$ cat src/rtl/pc_fetch_stage.sv
// pc_fetch_stage: program-counter register and IF/ID pipeline latch.
// Next PC is chosen from a jump, a branch, a held value or PC+4.
// A redirect to a misaligned target stops fetch in HALT until reset.
// Optional feature macro: FETCH_COUNT_EN adds the FetchCount output.
//
// Valid semantics: IFID_Valid=1 means IF/ID holds a real fetched
// instruction. IFID_Valid=0 means it holds a bubble (NOP_INSTR).
// The block has no backpressure. Stall is the only hold input.
// The FSM state is visible on Halted (1 = HALT, 0 = RUN).
module pc_fetch_stage #(
  parameter logic [31:0] RESET_PC  = 32'h0000_0000,
  parameter logic [31:0] NOP_INSTR = 32'h0000_0000
) (
  input  logic        Clk,
  input  logic        Reset,
  input  logic [31:0] PCAddResult,
  input  logic [31:0] Instruction,
  input  logic        Stall,
  input  logic        Flush,
  input  logic        BranchTaken,
  input  logic [31:0] BranchTarget,
  input  logic        Jump,
  input  logic [31:0] JumpTarget,
  output logic [31:0] PCResult,
  output logic [31:0] IFID_PCPlus4,
  output logic [31:0] IFID_Instruction,
  output logic        IFID_Valid,
  output logic        Halted
`ifdef FETCH_COUNT_EN
  ,
  output logic [31:0] FetchCount
`endif
);

  typedef enum logic {
    ST_RUN  = 1'b0,
    ST_HALT = 1'b1
  } state_t;

  state_t      state_q, state_d;
  logic [31:0] pc_q, pc_d;
  logic [31:0] ifid_pc_plus4_q, ifid_pc_plus4_d;
  logic [31:0] ifid_instr_q, ifid_instr_d;
  logic        ifid_valid_q, ifid_valid_d;

  logic        redirect;
  logic [31:0] redirect_tgt;
  logic        misaligned;

  // Jump outranks branch. A target is misaligned if its low two bits are not zero.
  always_comb begin
    redirect     = Jump | BranchTaken;
    redirect_tgt = Jump ? JumpTarget : BranchTarget;
    misaligned   = redirect & (redirect_tgt[1:0] != 2'b00);
  end

  // State register for the FSM and the datapath flops.
  always_ff @(posedge Clk or negedge Reset) begin
    if (!Reset) begin
      state_q         <= ST_RUN;
      pc_q            <= RESET_PC;
      ifid_pc_plus4_q <= 32'h0000_0000;
      ifid_instr_q    <= NOP_INSTR;
      ifid_valid_q    <= 1'b0;
    end else begin
      state_q         <= state_d;
      pc_q            <= pc_d;
      ifid_pc_plus4_q <= ifid_pc_plus4_d;
      ifid_instr_q    <= ifid_instr_d;
      ifid_valid_q    <= ifid_valid_d;
    end
  end

  // Next-state logic. HALT is left only through reset.
  always_comb begin
    state_d = state_q;
    if (state_q == ST_RUN && misaligned) state_d = ST_HALT;
  end

  // Next PC and IF/ID contents. A redirect loads a bubble, which squashes the wrong-path word.
  always_comb begin
    pc_d            = pc_q;
    ifid_pc_plus4_d = ifid_pc_plus4_q;
    ifid_instr_d    = ifid_instr_q;
    ifid_valid_d    = ifid_valid_q;
    if (state_q == ST_HALT) begin
      ifid_instr_d = NOP_INSTR;
      ifid_valid_d = 1'b0;
    end else if (redirect) begin
      // A misaligned target is never loaded. The PC keeps its value.
      if (!misaligned) pc_d = redirect_tgt;
      ifid_pc_plus4_d = PCAddResult;
      ifid_instr_d    = NOP_INSTR;
      ifid_valid_d    = 1'b0;
    end else begin
      if (!Stall) pc_d = PCAddResult;
      if (Flush) begin
        ifid_pc_plus4_d = PCAddResult;
        ifid_instr_d    = NOP_INSTR;
        ifid_valid_d    = 1'b0;
      end else if (!Stall) begin
        ifid_pc_plus4_d = PCAddResult;
        ifid_instr_d    = Instruction;
        ifid_valid_d    = 1'b1;
      end
    end
  end

`ifdef FETCH_COUNT_EN
  logic [31:0] fetch_count_q, fetch_count_d;

  // Count the edges that load a real instruction. The count wraps at 2^32.
  always_comb begin
    fetch_count_d = fetch_count_q;
    if (state_q == ST_RUN && !redirect && !Flush && !Stall)
      fetch_count_d = fetch_count_q + 32'd1;
  end

  // Fetch counter register.
  always_ff @(posedge Clk or negedge Reset) begin
    if (!Reset) fetch_count_q <= 32'h0000_0000;
    else        fetch_count_q <= fetch_count_d;
  end

  assign FetchCount = fetch_count_q;
`endif

  assign PCResult         = pc_q;
  assign IFID_PCPlus4     = ifid_pc_plus4_q;
  assign IFID_Instruction = ifid_instr_q;
  assign IFID_Valid       = ifid_valid_q;
  assign Halted           = (state_q == ST_HALT);

endmodule

$ cat config.mk
export PLATFORM = sky130hd
export DESIGN_NAME = pc_fetch_stage
export DESIGN_NICKNAME = d
export VERILOG_FILES = /design/src/rtl/pc_fetch_stage.sv
export SDC_FILE = /design/constraint.sdc
export NUM_CORES = 1
export LEC_CHECK = 0
export BUFFER_PORTS_ARGS = -buffer_cell sky130_fd_sc_hd__clkbuf_2
export CAP_MARGIN = 20
export CORE_ASPECT_RATIO = 0.6
export CORE_MARGIN = 2
export CORE_UTILIZATION = 42
export DETAILED_ROUTE_END_ITERATION = 8
export GPL_TIMING_DRIVEN = 0
export HOLD_SLACK_MARGIN = 0.05
export PLACE_DENSITY = 0.76
export SLEW_MARGIN = 20
export SYNTH_ARGS = -nofsm -noshare
export SYNTH_HDL_FRONTEND = slang
export SYNTH_SLANG_ARGS = --single-unit
$ cat constraint.sdc
create_clock -name Clk -period 1.8 [get_ports Clk]
set_input_delay 0.18 -clock Clk [delete_from_list [all_inputs] [get_ports Clk]]
set_output_delay 0.18 -clock Clk [all_outputs]
set_load 0.02 [all_outputs]
Word level (Yosys, flattened, before mapping)
Index checks and enable logic that the tools add are counted.
{"block": "totals", "register_bits": 98, "latchBits": 0, "ram_bits": 0, "rom_bits": 0, "inputBits": 134, "output_inout_bits": 98, "word_cells": 30, "mem_count": 0}
{"block": "classes", "addsub": 0, "n_mul": 0, "div": 0, "n_lt_le_gt_ge": 0, "eq_ne": 4, "shift": 0, "n_mux": 14, "bitwise": 3, "reduce_logical": 4}
{"cell": "$mux 32", "count": 10}
{"cell": "$mux 1", "count": 4}
{"cell": "$ne 4x1->1 const B", "count": 1}
{"cell": "$ne 3x1->1 const B", "count": 1}
{"cell": "$reduce_and 3->1", "count": 1}
{"cell": "$ne 2x1->1 const B", "count": 1}
{"cell": "$ne 2x2->1 const B", "count": 1}
{"cell": "$reduce_and 2->1", "count": 1}
{"cell": "$reduce_bool 2->1", "count": 1}
{"cell": "$and 1x1->1", "count": 1}
{"cell": "$logic_and 1x1->1", "count": 1}
{"cell": "$not 1->1", "count": 1}
{"cell": "$or 1x1->1", "count": 1}

Logic depth before layout (Yosys ltp)
Gate-level depths: netlist (run 1).
{"block": "depth", "ltp_word": 5, "depth_mapped": 6, "ltp_nobuf": 3}

Least setup slack after synthesis (run 1)
No wires, ideal clock.
{"block": "synth_timing", "path_type": "flip-flop to flip-flop", "startpoint": "register state_q, in the netlist Halted", "endpoint": "register ifid_pc_plus4_q[10], in the netlist IFID_PCPlus4[10]", "setup_ns": 0.125, "arrival_time_ns": 1.335, "required_time_ns": 1.675, "slack_ns": 0.340, "stages_incl_launch_ff": 4, "n_path_buf": 1, "period_less_slack_ns": 1.460, "cell_sequence": "dfrtp_1 a21oi_1 buf_2 mux2_2"}
{"block": "synth_via", "elab_chain_len": 2}
{"element": "from (decl)", "line_no": "40", "rtl": "state_t state_q, state_d;"}
{"element": "from (signal assigned)", "line_no": "66", "rtl": "state_q <= state_d;"}
{"element": "$not 1->1 (no line)"}
{"element": "$reduce_and 2->1 (no line)"}
{"element": "to (signal assigned)", "line_no": "68", "rtl": "ifid_pc_plus4_q <= ifid_pc_plus4_d;"}
{"element": "to (decl)", "line_no": "42", "rtl": "logic [31:0] ifid_pc_plus4_q, ifid_pc_plus4_d;"}
No other way between the ends.
A chain may end at the register's enable or synchronous reset.

Worst setup path after layout (run 1)
{"block": "layout_timing", "startpoint": "register state_q, in the netlist Halted", "endpoint": "register ifid_pc_plus4_q[27], in the netlist IFID_PCPlus4[27]"}
The elaborated chain is that of the path after synthesis.

==> metrics.cfg, run 1 <==
[power]
p_int_mw=3.71
p_sw_frac=0.235
pwr-share-clk=0.424
pwr-share-comb=0.107
leakagePower_nw=3.29
p_sw_mw=1.14
powerDensity_mw_per_mm2=799
power_frac_seq=0.469
vdd_ir_drop_max_mv=0.482

[critical_path]
cp_max_fo=10
required_ns=2.02
critical_path_arrival_ns=1.84
critPathKind=reg -> reg
critPathLaunchType=flip-flop
cp-end-kind=flip-flop
r2r_slack_ns=0.18

[floorplan]
fp.dieH_um=82.9
ios=232
core-area_mm2=0.00998
die_width_um=136
die_area_mm2=0.0112
start_util=0.437
num_rows=28

[global_route]
grt_usage=0.219
met2_usage=0.364
busiest_layer=met2
grt_util_met1=0.279
met3_usage=0.0659
grt_overflow=0
grt_max_degree=86
grt_pass1_vias=3732
grt_first_pass_wirelength_um=19200
antenna_found_initial=0

[synth]
synth.area.top_cells=dfrtp_1 (56%), mux2_4 (10%), mux2_2 (8.3%)
ys_types=23
syn-cell-area_mm2=0.00436
syn_nets=458
ys_async_sr_fraction=1.00
synthCells=324
synth_warnings=0
synth_area_leader_cell=dfrtp_1
ys_ff_latch=98
synth_edf_count=0
synth_top_area_share=0.562
synth-seq-area-share=0.562
synth_flop_cell=dfrtp_1
syn_area_per_cell_um2=13.5

[cells_and_area]
final_util=0.608
syn_to_final_growth_pct=39.1
diodes=0
mostFrequentLayoutCell=clkbuf_2
final_cell_mix=clkbuf_2 (229), dfrtp_1 (98), o21ai_0 (32), mux2_2 (32), a22o_1 (32)
nets=703
drive_gt1_frac=0.571
design_area_mm2=0.00607
num-fill-cells=809

[timing]
hold_violations=0
rsz0062_at_grt=no
max_slew.worst_pin.slew_ns=0.539
relSlewSlack=0.641
slew_violations=0
fmax_mhz=619
setup_viol=0
skew_ns=0.00522
min_period_ns=1.62
post-route-period-util=0.898

[job]
cap_violations=0

[placement]
dp.final_hpwl_um=9270
gp_congestion=0.848
io_buffer_count=230
postPlaceCellArea_mm2=0.00572

[drt]
drt-total-wl_um=12100
vias=3533
drtIter0Drc=86
drcViolationCount=0
ant_nets=0
routedWlPerCell_um=17.0
viasPerCell=4.98
dr.pass1.iters=4

[clock_tree]
clk_latency_ns=0.34
clk_pin_slew_ns=0.07
numCtsBuffers=9
clock_sinks=98
root_buffer=clkbuf_16
cts_tree=built
htreeDepth=3
ctsLongestPathBuffers=2
cts_setup_buffers=0

[hold_path]
hold_class=in -> reg

[run_status]
status=complete, no violations

[power by group through the flow]
stage / Sequential, mW / Combinational, mW / Clock, mW
detailed placement: 2.32 / 0.515 / 0
CTS: 2.27 / 0.522 / 2.10
global placement: 2.31 / 0.492 / 0
global route: 2.28 / 0.571 / 2.20
floorplan: 2.37 / 0.158 / 0
finish: 2.27 / 0.517 / 2.06
[layout make-up]
cell class / instances / area, µm² / area share
Inverter: 1 / 3.75 / 0.000618
Clock buffer: 10 / 229 / 0.0377
Tap cell: 135 / 169 / 0.0278
Sequential cell: 98 / 2450 / 0.404
Buffer: 25 / 141 / 0.0233
Timing Repair Buffer: 234 / 1220 / 0.201
Multi-Input combinational cell: 200 / 1770 / 0.291
Clock inverter: 6 / 91.3 / 0.0150
[cell usage after synthesis (2+ instances only)]
library cell	n
buf_6	4
mux2_2	32
nand2_1	30
a22oi_1	2
buf_2	14
o21ai_0	32
mux2i_1	30
o2bb2ai_1	2
a22o_1	32
mux2_4	30
dfrtp_1	98
clkbuf_1	7
[critical path, stage by stage (launching register included)]
cell     delay, ns
dfrtp_1       0.40
a21oi_1       0.34
buf_2         0.38
mux2_2        0.38
[per-layer routing]
layer / wire length (µm) / part of all wire
met1: 5230 / 0.43
met2: 5820 / 0.48
met3: 886 / 0.073
met4: 118 / 0.0098
met5: 0 / 0
[path summary, 6_finish.rpt]
kind                                 from                  end  depth (start not counted)
max                                Halted     IFID_PCPlus4[27]                          3
min                        Instruction[8]  IFID_Instruction[8]                          2
max reg2reg                        Halted     IFID_PCPlus4[27]                          3
min reg2reg                    IFID_Valid           IFID_Valid                          1
max in group asynchronous           Reset      IFID_PCPlus4[2]                          3
min in group asynchronous           Reset     IFID_PCPlus4[21]                          2
[through the flow]
step / total power [mW] / setup TNS (ns) / instances / hold slack [ns] / worst slack, ns
final: 4.85 / 0 / 709 / 0.0628 / 0.184
after floorplan: 2.53 / 0 / 324 / -0.116 / 0.340
after detailed placement: 2.83 / 0 / 690 / 0.0365 / 0.191
after global placement: 2.80 / -66.36 / 689 / 0.400 / -0.687
after global routing: 5.05 / 0 / 709 / 0.0524 / 0.0882
after CTS: 4.90 / 0 / 709 / 0.0501 / 0.174
[registers in the layout, indices dropped and copies added, names as in the netlist]
signal,cells
IFID_Instruction,32
IFID_PCPlus4,32
PCResult,32
Halted,1
IFID_Valid,1
[cells by family after synthesis]
family | after synthesis | share of synthesized area
AO/OA/AOI/OAI | 72 | 0.116
flip-flops | 98 | 0.562
multiplexers | 92 | 0.255
buffers and inverters | 26 | 0.0333
AND/OR/NAND/NOR | 36 | 0.0341
[what timing repair did]
action,in CTS,in global routing
endpoints found under the hold margin,100,0
gates resized for setup,0,0
hold buffers,3,0
(Power assumes the default switching activity.)
==> run 2, diff against run 1 <==
Settings changed: GPL_TIMING_DRIVEN 0 to not set.
Clock period 1.8 ns to 1.77 ns, I/O delays scaled along.
==> run 2 against run 1 <==
Effect of this change:
- global-route usage shrank 0.18 points
- maximum frequency fell by 2.1%
- sequential cell count unchanged
- combinational power increased by 3.9%
- via count up 0.82%
- register-to-register slack lost 0.06 ns
- worst hold slack better by 0.0021 ns
- clock-buffer cell count shrank 1
- non-clock buffer count decreased by 5
- largest cell class unchanged
- largest power group unchanged
==> metrics.cfg, run 2 (synthesis gave the netlist of run 1 again) <==
[clock_tree]
clk_latency_ns=0.34  ; about the same
ctsLongestPathBuffers=2  ; unchanged
numCtsBuffers=9  ; unchanged
htreeDepth=3  ; unchanged
clk_pin_slew_ns=0.07  ; about the same
clock_sinks=98  ; unchanged
cts_tree=built
cts_setup_buffers=0  ; unchanged
root_buffer=clkbuf_16

[critical_path]
reg2reg_to=PCResult[10]
required_ns=1.98  ; -0.04 ns
crit_buf_inv=3  ; +2
critical_path_arrival_ns=1.86  ; +0.02 ns
critPathLaunchType=flip-flop
r2r_slack_ns=0.12  ; -0.06 ns
cp_max_fo=19  ; +9
critPathSlowestCell=dfrtp_1
path_cells=buf_4 > inv_1 > o2111a_2 > buf_6 > mux2_4
critPathTopFamily=buffers and inverters
critPathKind=reg -> reg
cp.depth=5  ; +2
ff2ff_path_depth=5  ; +2
crit_start=Halted
cp-end-kind=flip-flop
critPathMaxStageDelay_ns=0.45  ; +0.05 ns
timing.rr.start=Halted
worstSetupEndpoint=PCResult[10]

[floorplan]
ios=232  ; unchanged
num_rows=28  ; unchanged
die_width_um=136  ; unchanged
core-area_mm2=0.00998  ; unchanged
start_util=0.437  ; unchanged
fp.dieH_um=82.9  ; unchanged
die_area_mm2=0.0112  ; unchanged

[drt]
drcViolationCount=0  ; unchanged
routedWlPerCell_um=17.2  ; +1.0%
viasPerCell=5.05  ; +1.4%
drtIter0Drc=124  ; +44%
vias=3562  ; +0.82%
dr.pass1.iters=5  ; +1
ant_nets=0  ; unchanged
drt-total-wl_um=12100  ; +0.46%

[timing]
max_slew.worst_pin.slew_ns=0.852  ; +0.313 ns
slew_violations=0  ; unchanged
fin_ws_ns=0.119  ; -0.0642 ns
hold_violations=0  ; unchanged
rsz0062_at_grt=no
skew_ns=0.00976  ; +0.00453 ns
fmax_mhz=606  ; -2.1%
post-route-period-util=0.933  ; +0.0345
min_period_ns=1.65  ; +0.0342 ns
relSlewSlack=0.428  ; -0.213
setup_viol=0  ; unchanged

[global_route]
grt_pass1_vias=3683  ; -1.3%
antenna_found_initial=0  ; unchanged
grt_first_pass_wirelength_um=19100  ; -0.75%
grt_max_degree=49  ; -43%
grt_overflow=0  ; unchanged
grt_usage=0.217  ; -0.00177

[placement]
post-place-cells=679  ; -1.6%
place_ws_ns=-0.102  ; -0.293 ns
dp.final_hpwl_um=8780  ; -5.3%
gp_congestion=0.779  ; -8.1%
io_buffer_count=231  ; +0.43%

[cells_and_area]
final_cell_mix=clkbuf_2 (230), dfrtp_1 (98), o21ai_0 (32), mux2_2 (32), a22o_1 (32)
mostFrequentLayoutCell=clkbuf_2
nets=699  ; -0.57%
finalNonFillerCells=705  ; -0.56%
drive_gt1_frac=0.574  ; +0.00226
num-fill-cells=810  ; +0.12%
diodes=0  ; unchanged
syn_to_final_growth_pct=40.8

[job]
cap_violations=0  ; unchanged

[power]
powerDensity_mw_per_mm2=813  ; +1.8%
leakagePower_nw=3.30  ; +0.32%
vdd_ir_drop_max_mv=0.440  ; -8.7%

[run_status]
status=complete, no violations

[hold_path]
hold_class=in -> reg

## run 2: metal layers
metal  part of all wire  up-vias  wire [µm]  GRT usage
li1                   -     1662          -          -
met1               0.43     1713       5150      0.279
met2               0.48      171       5800      0.359
met3              0.083       16       1000     0.0720
met4              0.013        0        157     0.0445
met5                  0        -          0          0
## run 2: what timing repair did
| item | 4_1_cts | 5_1_grt |
|---|---|---|
| cloned | 1 | 0 |
| gates resized for setup | 1 | 1 |
| hold buffers | 6 | 3 |
| endpoints found under the hold margin | 32 | 3 |
| endpoints found under the setup margin | 32 | 19 |
## run 2: worst reg2reg max path: stages (launching register included)
cell,delay (ns)
dfrtp_1,0.45
buf_4,0.18
inv_1,0.07
o2111a_2,0.21
buf_6,0.28
mux2_4,0.35
## run 2: final cells by class
class	count	area, µm²	area share
well taps	135	169	0.0275
clock inverters	7	104	0.0169
clock buffers	9	225	0.0367
inverters	1	3.75	0.000611
multi-input cells	201	1790	0.292
repair buffers	254	1400	0.227
flip-flops and latches	98	2450	0.399
## run 2: worst min path at each step
stage | from | to | slack (ns) | depth (start not counted)
2_1_floorplan | Reset | Halted | -0.12 | 0
3_5_place_dp | Reset | PCResult[26] | 0.09 | 1
6_report | Instruction[18] | IFID_Instruction[18] | 0.06 | 2
4_1_cts | Instruction[17] | IFID_Instruction[17] | 0.05 | 2
5_1_grt | Instruction[8] | IFID_Instruction[8] | 0.05 | 2
3_3_place_gp | Reset | PCResult[26] | 0.08 | 1
## run 2: power breakdown
part	total [mW]	internal (mW)	switching [mW]
logic	0.537	0.254	0.282
registers	2.31	2.29	0.0266
clock network	2.14	1.26	0.880
## run 2: per-stage QoR
step                TNS [ns]  total power, mW  utilization  hold WS (ns)  area [µm²]
floorplan                  0             2.57            -        -0.119        4360
global placement      -0.606             2.86        0.571        0.0806        5700
detailed placement     -2.73             2.88        0.571        0.0898        5700
CTS                        0             5.05        0.612        0.0535        6110
global route               0             5.23        0.615        0.0522        6140
finish                     0             4.99        0.615        0.0649        6140
